`src/rtl/pam4_lane_decode_arbiter_if.sv`:
```
// ---------------------------------------------------------------------------
// pam4_lane_decode_arbiter_if
// Purpose : bundles the lane request bus, the shared PAM-4 decoder link and
//           the assembled-byte output of pam4_lane_decode_arbiter.
// Signals :
//   req_voltage/req_valid/req_ready  lane samples into the arbiter
//   lane_flush                       per-lane partial-byte discard
//   dec_voltage/dec_voltage_valid    arbiter -> decoder
//   dec_symbol/dec_symbol_valid      decoder -> arbiter
//   byte_out/byte_lane/byte_valid    assembled byte strobe
//   err_sticky                       only when PAM4_ARB_CHECK_EN is defined
// Modports: slave = arbiter view, master = environment view.
//
// Handshake: lane i's sample is consumed on a rising clock edge where
// req_valid[i] and req_ready[i] are both high. req_ready depends
// combinationally on req_valid, is one-hot or zero, and a lane must hold its
// sample stable until it sees ready. The decoder and byte paths have no
// backpressure: a valid is a single-cycle strobe that is always taken.
// ---------------------------------------------------------------------------
interface pam4_lane_decode_arbiter_if #(
  parameter int NUM_LANES         = 4,
  parameter int SIGNAL_RESOLUTION = 8,
  parameter int LANE_W            = $clog2(NUM_LANES)
);
  logic [NUM_LANES*SIGNAL_RESOLUTION-1:0] req_voltage;
  logic [NUM_LANES-1:0]                   req_valid;
  logic [NUM_LANES-1:0]                   req_ready;
  logic [NUM_LANES-1:0]                   lane_flush;
  logic [SIGNAL_RESOLUTION-1:0]           dec_voltage;
  logic                                   dec_voltage_valid;
  logic [1:0]                             dec_symbol;
  logic                                   dec_symbol_valid;
  logic [7:0]                             byte_out;
  logic [LANE_W-1:0]                      byte_lane;
  logic                                   byte_valid;
`ifdef PAM4_ARB_CHECK_EN
  logic                                   err_sticky;

  modport slave (
    input  req_voltage, req_valid, lane_flush, dec_symbol, dec_symbol_valid,
    output req_ready, dec_voltage, dec_voltage_valid,
    output byte_out, byte_lane, byte_valid, err_sticky
  );
  modport master (
    output req_voltage, req_valid, lane_flush, dec_symbol, dec_symbol_valid,
    input  req_ready, dec_voltage, dec_voltage_valid,
    input  byte_out, byte_lane, byte_valid, err_sticky
  );
`else
  modport slave (
    input  req_voltage, req_valid, lane_flush, dec_symbol, dec_symbol_valid,
    output req_ready, dec_voltage, dec_voltage_valid,
    output byte_out, byte_lane, byte_valid
  );
  modport master (
    output req_voltage, req_valid, lane_flush, dec_symbol, dec_symbol_valid,
    input  req_ready, dec_voltage, dec_voltage_valid,
    input  byte_out, byte_lane, byte_valid
  );
`endif
endinterface

```
`src/rtl/pam4_lane_decode_arbiter.sv`:
```
// ---------------------------------------------------------------------------
// pam4_lane_decode_arbiter
// Purpose : shares one PAM-4 level decoder between NUM_LANES receive lanes.
//           Lane samples are round-robin arbitrated into the decoder (one per
//           cycle), each sample's lane tag follows it through the decoder's
//           fixed latency, and returned 2-bit symbols are packed MSB-first,
//           four per byte, per lane.
// Ports   :
//   clk   clock
//   rstn  asynchronous active-low reset
//   bus   pam4_lane_decode_arbiter_if.slave (requests, decoder link, bytes)
// Option  : define PAM4_ARB_CHECK_EN to add bus.err_sticky, a sticky flag
//           raised whenever a decoder symbol and its tag disagree on valid.
// ---------------------------------------------------------------------------
module pam4_lane_decode_arbiter #(
  parameter int NUM_LANES         = 4,
  parameter int SIGNAL_RESOLUTION = 8,
  parameter int DEC_LATENCY       = 1
) (
  input logic                         clk,
  input logic                         rstn,
  pam4_lane_decode_arbiter_if.slave   bus
);
  localparam int LANE_W = $clog2(NUM_LANES);
  localparam int SR     = SIGNAL_RESOLUTION;
  localparam int LAST   = DEC_LATENCY - 1;

  // Round-robin pointer: last granted lane. Resets to the top lane so that
  // lane 0 wins first.
  logic [LANE_W-1:0] r_rr_ptr;

  logic              w_grant_any;
  logic [LANE_W-1:0] w_grant_idx;
  logic [LANE_W-1:0] w_cand;
  logic [NUM_LANES-1:0] w_ready;

  // Search rr_ptr+1, rr_ptr+2, ... wrapping; first requester wins.
  always_comb begin
    w_grant_any = 1'b0;
    w_grant_idx = '0;
    w_cand      = '0;
    for (int k = 1; k <= NUM_LANES; k++) begin
      w_cand = LANE_W'((int'(r_rr_ptr) + k) % NUM_LANES);
      if (!w_grant_any && bus.req_valid[w_cand]) begin
        w_grant_any = 1'b1;
        w_grant_idx = w_cand;
      end
    end
  end

  always_comb begin
    w_ready = '0;
    if (w_grant_any) w_ready[w_grant_idx] = 1'b1;
  end

  assign bus.req_ready         = w_ready;
  assign bus.dec_voltage       = w_grant_any ? bus.req_voltage[w_grant_idx*SR +: SR] : '0;
  assign bus.dec_voltage_valid = |bus.req_valid;

  always_ff @(posedge clk or negedge rstn) begin
    if (!rstn) r_rr_ptr <= LANE_W'(NUM_LANES - 1);
    else if (w_grant_any) r_rr_ptr <= w_grant_idx;
  end

  // Tag pipeline: entry 0 is loaded on the issue cycle; entry LAST lines up
  // with the decoder's symbol output.
  logic [DEC_LATENCY-1:0] r_tag_vld;
  logic [LANE_W-1:0]      r_tag_lane [DEC_LATENCY];

  always_ff @(posedge clk or negedge rstn) begin
    if (!rstn) begin
      r_tag_vld <= '0;
      for (int k = 0; k < DEC_LATENCY; k++) r_tag_lane[k] <= '0;
    end else begin
      r_tag_vld[0]  <= w_grant_any;
      r_tag_lane[0] <= w_grant_idx;
      for (int k = 1; k < DEC_LATENCY; k++) begin
        r_tag_vld[k]  <= r_tag_vld[k-1];
        r_tag_lane[k] <= r_tag_lane[k-1];
      end
    end
  end

  logic              w_tag_vld;
  logic [LANE_W-1:0] w_tag_lane;
  logic              w_acc;

  assign w_tag_vld  = r_tag_vld[LAST];
  assign w_tag_lane = r_tag_lane[LAST];
  // A flush on the symbol's own lane discards the symbol outright.
  assign w_acc = w_tag_vld & bus.dec_symbol_valid & ~bus.lane_flush[w_tag_lane];

  // Per-lane packers. r_part holds the symbols received so far, newest in
  // the low bits, so after three symbols it is exactly byte_out[7:2].
  logic [1:0]        r_cnt  [NUM_LANES];
  logic [5:0]        r_part [NUM_LANES];
  logic [7:0]        r_byte_out;
  logic [LANE_W-1:0] r_byte_lane;
  logic              r_byte_valid;

  always_ff @(posedge clk or negedge rstn) begin
    if (!rstn) begin
      for (int i = 0; i < NUM_LANES; i++) begin
        r_cnt[i]  <= '0;
        r_part[i] <= '0;
      end
      r_byte_out   <= '0;
      r_byte_lane  <= '0;
      r_byte_valid <= 1'b0;
    end else begin
      r_byte_valid <= 1'b0;
      for (int i = 0; i < NUM_LANES; i++) begin
        if (bus.lane_flush[i]) begin
          r_cnt[i]  <= '0;
          r_part[i] <= '0;
        end else if (w_acc && (w_tag_lane == LANE_W'(i))) begin
          if (r_cnt[i] == 2'd3) begin
            r_cnt[i]  <= '0;
            r_part[i] <= '0;
          end else begin
            r_cnt[i]  <= r_cnt[i] + 2'd1;
            r_part[i] <= {r_part[i][3:0], bus.dec_symbol};
          end
        end
      end
      if (w_acc && (r_cnt[w_tag_lane] == 2'd3)) begin
        r_byte_out   <= {r_part[w_tag_lane], bus.dec_symbol};
        r_byte_lane  <= w_tag_lane;
        r_byte_valid <= 1'b1;
      end
    end
  end

  assign bus.byte_out   = r_byte_out;
  assign bus.byte_lane  = r_byte_lane;
  assign bus.byte_valid = r_byte_valid;

`ifdef PAM4_ARB_CHECK_EN
  // Symbol without a tag, or tag without a symbol: both mean the decoder
  // latency does not match DEC_LATENCY.
  logic r_err_sticky;

  always_ff @(posedge clk or negedge rstn) begin
    if (!rstn) r_err_sticky <= 1'b0;
    else if (w_tag_vld != bus.dec_symbol_valid) r_err_sticky <= 1'b1;
  end

  assign bus.err_sticky = r_err_sticky;
`endif

endmodule

```
`src/flat_wrapper.sv`:
```
// flat-port wrapper written by rule: the top's interface ports become plain ports
module pam4_lane_decode_arbiter_flat 
#(
  parameter int NUM_LANES         = 4,
  parameter int SIGNAL_RESOLUTION = 8,
  parameter int DEC_LATENCY       = 1
)
  (clk, rstn, bus_req_voltage, bus_req_valid, bus_lane_flush, bus_dec_symbol, bus_dec_symbol_valid, bus_req_ready, bus_dec_voltage, bus_dec_voltage_valid, bus_byte_out, bus_byte_lane, bus_byte_valid);
  pam4_lane_decode_arbiter_if #(.NUM_LANES(NUM_LANES), .SIGNAL_RESOLUTION(SIGNAL_RESOLUTION)) bus_i ();
  input logic clk;
  input logic rstn;
  input wire logic [$bits(bus_i.req_voltage)-1:0] bus_req_voltage;
  input wire logic [$bits(bus_i.req_valid)-1:0] bus_req_valid;
  input wire logic [$bits(bus_i.lane_flush)-1:0] bus_lane_flush;
  input wire logic [$bits(bus_i.dec_symbol)-1:0] bus_dec_symbol;
  input wire logic [$bits(bus_i.dec_symbol_valid)-1:0] bus_dec_symbol_valid;
  output wire logic [$bits(bus_i.req_ready)-1:0] bus_req_ready;
  output wire logic [$bits(bus_i.dec_voltage)-1:0] bus_dec_voltage;
  output wire logic [$bits(bus_i.dec_voltage_valid)-1:0] bus_dec_voltage_valid;
  output wire logic [$bits(bus_i.byte_out)-1:0] bus_byte_out;
  output wire logic [$bits(bus_i.byte_lane)-1:0] bus_byte_lane;
  output wire logic [$bits(bus_i.byte_valid)-1:0] bus_byte_valid;
  assign bus_i.req_voltage = bus_req_voltage;
  assign bus_i.req_valid = bus_req_valid;
  assign bus_i.lane_flush = bus_lane_flush;
  assign bus_i.dec_symbol = bus_dec_symbol;
  assign bus_i.dec_symbol_valid = bus_dec_symbol_valid;
  assign bus_req_ready = bus_i.req_ready;
  assign bus_dec_voltage = bus_i.dec_voltage;
  assign bus_dec_voltage_valid = bus_i.dec_voltage_valid;
  assign bus_byte_out = bus_i.byte_out;
  assign bus_byte_lane = bus_i.byte_lane;
  assign bus_byte_valid = bus_i.byte_valid;
  pam4_lane_decode_arbiter #(.NUM_LANES(NUM_LANES), .SIGNAL_RESOLUTION(SIGNAL_RESOLUTION), .DEC_LATENCY(DEC_LATENCY)) u_core (.clk(clk), .rstn(rstn), .bus(bus_i));
endmodule
```
`config.mk`:
```
export PLATFORM = sky130hd
export DESIGN_NAME = pam4_lane_decode_arbiter_flat
export DESIGN_NICKNAME = d
export VERILOG_FILES = /design/src/rtl/pam4_lane_decode_arbiter_if.sv /design/src/rtl/pam4_lane_decode_arbiter.sv /design/src/flat_wrapper.sv
export SDC_FILE = /design/constraint.sdc
export NUM_CORES = 1
export LEC_CHECK = 0
export BUFFER_PORTS_ARGS = -buffer_cell sky130_fd_sc_hd__buf_2
export CAP_MARGIN = 20
export CORE_MARGIN = 2
export CORE_UTILIZATION = 52
export DETAILED_ROUTE_END_ITERATION = 10
export PLACE_DENSITY = 0.9
export SLEW_MARGIN = 5
export SYNTH_ARGS = -nofsm -noshare
export SYNTH_HDL_FRONTEND = slang
export SYNTH_SLANG_ARGS = --single-unit
export TNS_END_PERCENT = 50
```
`constraint.sdc`:
```
create_clock -name clk -period 2.7 [get_ports clk]
set_input_delay 0.81 -clock clk [delete_from_list [all_inputs] [get_ports clk]]
set_output_delay 0.81 -clock clk [all_outputs]
set_load 0.005 [all_outputs]
```
==> impl_metrics.tcl, run 1 <==
set metrics [dict create \
    route.detailed.drc 0 \
    cts_tree "done" \
    coreArea_um2 4690 \
    final-setup-viol-count 10 \
    period_share 1.08 \
    worst-r2r-cell-count 6 \
    diodes 0 \
    drt-total-wl_mm 6.10 \
    synth_area_leaders "dfrtp_1 (46%), mux2i_1 (7.6%), mux4_2 (5.4%), a21oi_1 (5.2%), mux2_2 (4.5%)" \
    finalMaxSlewViolations 0 \
    reg2reg_from "u_core.r_tag_lane[1]" \
    min_period_ns 2.92 \
    hold_violations 0 \
    vias 2180 \
    viasPerCell 5.84 \
    cts_max_level 2 \
    yosysTopAreaCell "dfrtp_1" \
    yosysSeqAreaShare 0.481 \
    drt_iter0_drc 193 \
    clockRootBuffer "clkbuf_8" \
    fp.dieW_um 73.4 \
    final.setup.worst_slack_ns -0.219 \
    final_common_cell "buf_2" \
    syn_inst 233 \
    area_growth_pct 29.1 \
    clock_latency_ns 0.31 \
    n_fill_cell 335 \
    worstSetupPathType "primary input to output port" \
    cts.sinks 48 \
    clk_pin_slew_ns 0.09 \
    place_congestion 0.805 \
    synth_top_area_frac 0.460 \
    worstPathArrival_ns 2.11 \
    num_io_pins 69 \
    place_hpwl_mm 4.31 \
    relSlewSlack 0.523 \
    drive_gt1_frac 0.414 \
    syn_nets 282 \
    netlist_area_um2 2500 \
    fmax_mhz 343 \
    vdd_drop_max_v 0.000485 \
    leakagePower_nw 1.58 \
    numCtsBuffers 5 \
    max_cap_violations 0 \
    dieHeight_um 73.4 \
    avgSynthCellArea_um2 10.8 \
    finish.utilization 0.689 \
    hold_class "primary input to asynchronous set/reset pin" \
    grt_pass1_wl_mm 9.55 \
    cts_buffer_depth 2 \
    crit_path_start_kind "primary input" \
    rsz0062_at_grt "yes" \
    start_util 0.534 \
    portBuffers 68 \
    drt_pass1_iterations 4 \
    wire_per_inst_um 16.3 \
    required_ns 1.89 \
    rr_endpoint "u_core.bus.byte_out[3]" \
    overflow 0 \
    yosys_register_bits 48 \
    ant_nets 0 \
    worst_pin_slew_ns 0.710 \
    ys_types 34 \
    r2r_slack_ns 0.61 \
    layout_common_cells "buf_2 (65), dfrtp_1 (46), nor2_1 (25)" \
    status "finished, violations left" \
    antenna_found_initial 0 \
    die-area_um2 5390 \
    crit_fanout 6 \
    worst_setup_path_end_kind "output port" \
    finClkSkew_ns 0.00812 \
    grt_max_degree 26 \
    placementRows 25 \
    powerDensity_nw_per_um2 712 \
    power_mw 2.30 \
    violations "negative setup slack" \
    grt_pass1_vias 2093 \
    grt_usage 0.240 \
    layout.nets 367 \
    yosysWarnings 0 \
]
-- registers in the layout (all words and copies together), names as in the netlist --
register / count
u_core.bus.byte_lane: 2
u_core.r_rr_ptr: 2
u_core.bus.byte_out: 8
u_core.r_part: 24
u_core.r_tag_vld: 1
u_core.r_tag_lane: 2
u_core.r_cnt: 8
u_core.bus.byte_valid: 1
-- critical path, cell delays in order --
cell and delay, ns:
buf_8 0.10, nor2b_4 0.12, a21oi_2 0.15, o221a_4 0.28, buf_4 0.13, mux2i_2 0.24
o22ai_1 0.13, buf_2 0.14
-- power by group --
part | total [mW] | switching [mW] | internal, mW
clock network | 0.438 | 0.255 | 0.184
logic | 0.931 | 0.423 | 0.507
registers | 0.935 | 0.127 | 0.808
total | 2.30 | 0.805 | 1.50
-- metrics by stage --
step | hold slack, ns | TNS (ns) | area (µm²) | setup WS, ns | std cells
after floorplan | 0.468 | 0 | 2500 | 0.00969 | 233
after global placement | 0.484 | -1.85 | 2990 | -0.187 | 361
after detailed placement | 0.490 | -2.03 | 2990 | -0.225 | 361
after CTS | 0.358 | -0.651 | 3180 | -0.114 | 372
after global routing | 0.364 | -1.98 | 3230 | -0.242 | 373
final | 0.358 | -1.32 | 3230 | -0.219 | 373
-- Yosys cell counts --
| cell | instances |
|---|---|
| mux2i_1 | 19 |
| o21ai_1 | 1 |
| or2_2 | 1 |
| a31oi_1 | 2 |
| nor2_1 | 27 |
| o2bb2ai_1 | 1 |
| a211oi_4 | 1 |
| or3_1 | 1 |
| dfrtp_1 | 46 |
| nor3b_1 | 12 |
| o21ai_0 | 4 |
| o32a_1 | 1 |
| nand2_1 | 15 |
| ha_1 | 4 |
| or4_1 | 1 |
| a21oi_1 | 26 |
| nand3_1 | 1 |
| nor3_1 | 5 |
| and4b_1 | 2 |
| nand4_1 | 2 |
| a22oi_1 | 1 |
| buf_4 | 1 |
| nand3b_1 | 6 |
| inv_1 | 4 |
| nor2b_1 | 4 |
| o221a_2 | 1 |
| dfstp_2 | 2 |
| clkbuf_1 | 6 |
| buf_2 | 4 |
| buf_6 | 1 |
| a22o_1 | 7 |
| mux2_2 | 10 |
| o22ai_1 | 8 |
| mux4_2 | 6 |
-- how the worst max path moves through the flow --
stage                       startpoint                  to  slack (ns)  cells after the start
floorplan             bus_req_valid[0]  bus_dec_voltage[0]        0.01                      6
global placement      bus_req_valid[0]  bus_dec_voltage[0]       -0.19                      7
detailed placement    bus_req_valid[1]  bus_dec_voltage[0]       -0.23                      8
CTS                   bus_req_valid[1]  bus_dec_voltage[0]       -0.11                      8
global route        u_core.r_rr_ptr[1]  bus_dec_voltage[4]       -0.24                      7
finish                bus_req_valid[1]  bus_dec_voltage[3]       -0.22                      8
-- repair_timing --
item,4_1_cts,5_1_grt
hold buffers,0,0
pin swaps,4,7
endpoints found under the hold margin,0,0
endpoints found under the setup margin,12,12
setup buffers,3,1
resized for setup,20,10
-- cell type report --
class	instances	area (µm²)	share of cell area
inverters	4	15.0	0.00464
flip-flops and latches	48	1200	0.372
repair buffers	90	547	0.169
multi-input cells	169	1310	0.405
clock buffers	5	68.8	0.0213
well taps	54	67.6	0.0209
clock inverters	3	23.8	0.00735
-- per-layer routing --
layer	vias up	part of all wire	wire length, µm	GRT usage
met1	1034	0.37	2270	0.269
li1	1020	-	-	-
met4	0	0.047	286	0.111
met2	105	0.52	3190	0.433
met5	-	0	0	0
met3	21	0.059	357	0.0535
-- cells by family (layout without fill, tap and decap cells) --
logic type | after synthesis | after routing | share of synthesized area
compound gates | 53 | 53 | 0.134
buf+inv | 16 | 102 | 0.0305
simple gates | 77 | 77 | 0.160
flops | 48 | 48 | 0.481
mux | 35 | 35 | 0.175
fa+ha+maj | 4 | 4 | 0.0200
Note: power is estimated with default switching activity, not from simulation.
==> inputs of run 2 (changes only) <==
--- a/config.mk
+++ b/config.mk
@@ -5,7 +5,7 @@
 export SDC_FILE = /design/constraint.sdc
 export NUM_CORES = 1
 export LEC_CHECK = 0
-export BUFFER_PORTS_ARGS = -buffer_cell sky130_fd_sc_hd__buf_2
+export BUFFER_PORTS_ARGS = -buffer_cell sky130_fd_sc_hd__clkbuf_2
 export CAP_MARGIN = 20
 export CORE_MARGIN = 2
 export CORE_UTILIZATION = 52
==> constraint.sdc (replaced) <==
create_clock -name clk -period 2.7 [get_ports clk]
set_input_delay 0.27 -clock clk [delete_from_list [all_inputs] [get_ports clk]]
set_output_delay 0.27 -clock clk [all_outputs]
set_load 0.005 [all_outputs]
==> impl_metrics.tcl, run 2 (synthesis gave the netlist of run 1 again) <==
set metrics [dict create \
    min_period_ns 2.54 \
    powerDensity_nw_per_um2 712 \
    start_util 0.534 \
    leakagePower_nw 1.48 \
    worstPathArrival_ns 2.27 \
    area_growth_pct 19.2 \
    num_io_pins 69 \
    status "finished, final reports clean" \
    layout_common_cells "clkbuf_2 (68), dfrtp_1 (46), nor2_1 (27)" \
    largest_register_ff_count 24 \
    worst_pin_slew_ns 0.824 \
    fp.dieW_um 73.4 \
    post-cts-setup-buffers 0 \
    drt-total-wl_mm 5.51 \
    crit_path_start_kind "flip-flop" \
    setup_tns_ns 0 \
    hold_violations 0 \
    n_fill_cell 368 \
    power_mw 2.13 \
    grt_max_degree 49 \
    ant_nets 0 \
    grt_pass1_wl_mm 9.08 \
    multi_input_area_um2 1220 \
    period_share 0.942 \
    overflow 0 \
    seqCellArea_um2 1200 \
    numCtsBuffers 5 \
    diodes 0 \
    finalMaxSlewViolations 0 \
    finClkSkew_ns 0.00332 \
    crit_fanout 20 \
    grt_usage 0.222 \
    antenna_found_initial 0 \
    hold_class "primary input to asynchronous set/reset pin" \
    finish.utilization 0.636 \
    worst_setup_path_end_kind "output port" \
    top_register "u_core.r_part" \
    drt_iter0_drc 83 \
    vdd_drop_max_v 0.000460 \
    viasPerCell 5.88 \
    dieHeight_um 73.4 \
    worstSetupPathType "flip-flop to output port" \
    route.detailed.drc 0 \
    clk_pin_slew_ns 0.09 \
    postCtsHoldBufs 0 \
    fmax_mhz 393 \
    final_common_cell "clkbuf_2" \
    vias 2080 \
    drive_gt1_frac 0.333 \
    wire_per_inst_um 15.6 \
    final-setup-viol-count 0 \
    clock_latency_ns 0.31 \
    placementRows 25 \
    relSlewSlack 0.447 \
    portBuffers 68 \
    clockRootBuffer "clkbuf_8" \
    cts_buffer_depth 2 \
    max_cap_violations 0 \
    coreArea_um2 4690 \
    place_hpwl_mm 4.04 \
    cts_resized 0 \
    layout.nets 348 \
    cts_tree "done" \
    cts.sinks 48 \
    die-area_um2 5390 \
    cts_max_level 2 \
    grt_pass1_vias 1996 \
    place_congestion 0.774 \
    rsz0062_at_grt "no" \
    drt_pass1_iterations 4 \
    required_ns 2.43 \
]
## run 2: area by class of cell
cell class | count | area share
Clock inverter | 3 | 0.0142
Timing Repair Buffer | 71 | 0.122
Tap cell | 54 | 0.0226
Clock buffer | 5 | 0.0231
Sequential cell | 48 | 0.403
Multi-Input combinational cell | 169 | 0.410
Inverter | 4 | 0.00503
## run 2: stage by stage
stage	hold slack, ns	cell area, µm²	cells	setup slack [ns]
after floorplan	-0.0256	2500	233	0.949
after global placement	0.393	2870	346	0.545
after detailed placement	0.394	2870	346	0.514
after CTS	0.0588	2990	354	0.157
after global routing	0.102	2990	354	0.0377
final	0.0480	2990	354	0.156
## run 2: critical path, stage by stage (launching register included)
cell and delay (ns):
dfstp_2 0.60, nor2b_1 0.09, a21oi_1 0.13, o221a_2 0.57
mux2i_1 0.33, o22ai_1 0.11, clkbuf_2 0.14
## run 2: layer usage
metal  track usage  wire [µm]  vias to the layer above
li1              -          -                      983
met1         0.245       2180                      981
met2         0.398       2820                       99
met3        0.0535        354                       17
met4         0.109        160                        0
met5             0          0                        -
## run 2: path summary, 6_finish.rpt
kind / from / end / slack, ns / depth (start not counted)
min: rstn / u_core.r_part[21] / 0.05 / 2
max: u_core.r_rr_ptr[1] / bus_dec_voltage[6] / 0.16 / 6
max reg2reg: u_core.r_tag_lane[1] / u_core.bus.byte_lane[1] / 0.50 / 5
min reg2reg: u_core.r_part[4] / u_core.r_part[4] / 0.51 / 1
min in group clk: bus_lane_flush[3] / u_core.r_cnt[1] / 0.16 / 2
max in group asynchronous: rstn / u_core.r_part[14] / 2.26 / 2
## run 2: report_power, final
| part | switching, mW | total [mW] | internal (mW) |
|---|---|---|---|
| Clock | 0.240 | 0.514 | 0.274 |
| Sequential | 0.122 | 0.930 | 0.808 |
| Combinational | 0.344 | 0.681 | 0.337 |
| Total | 0.706 | 2.13 | 1.42 |
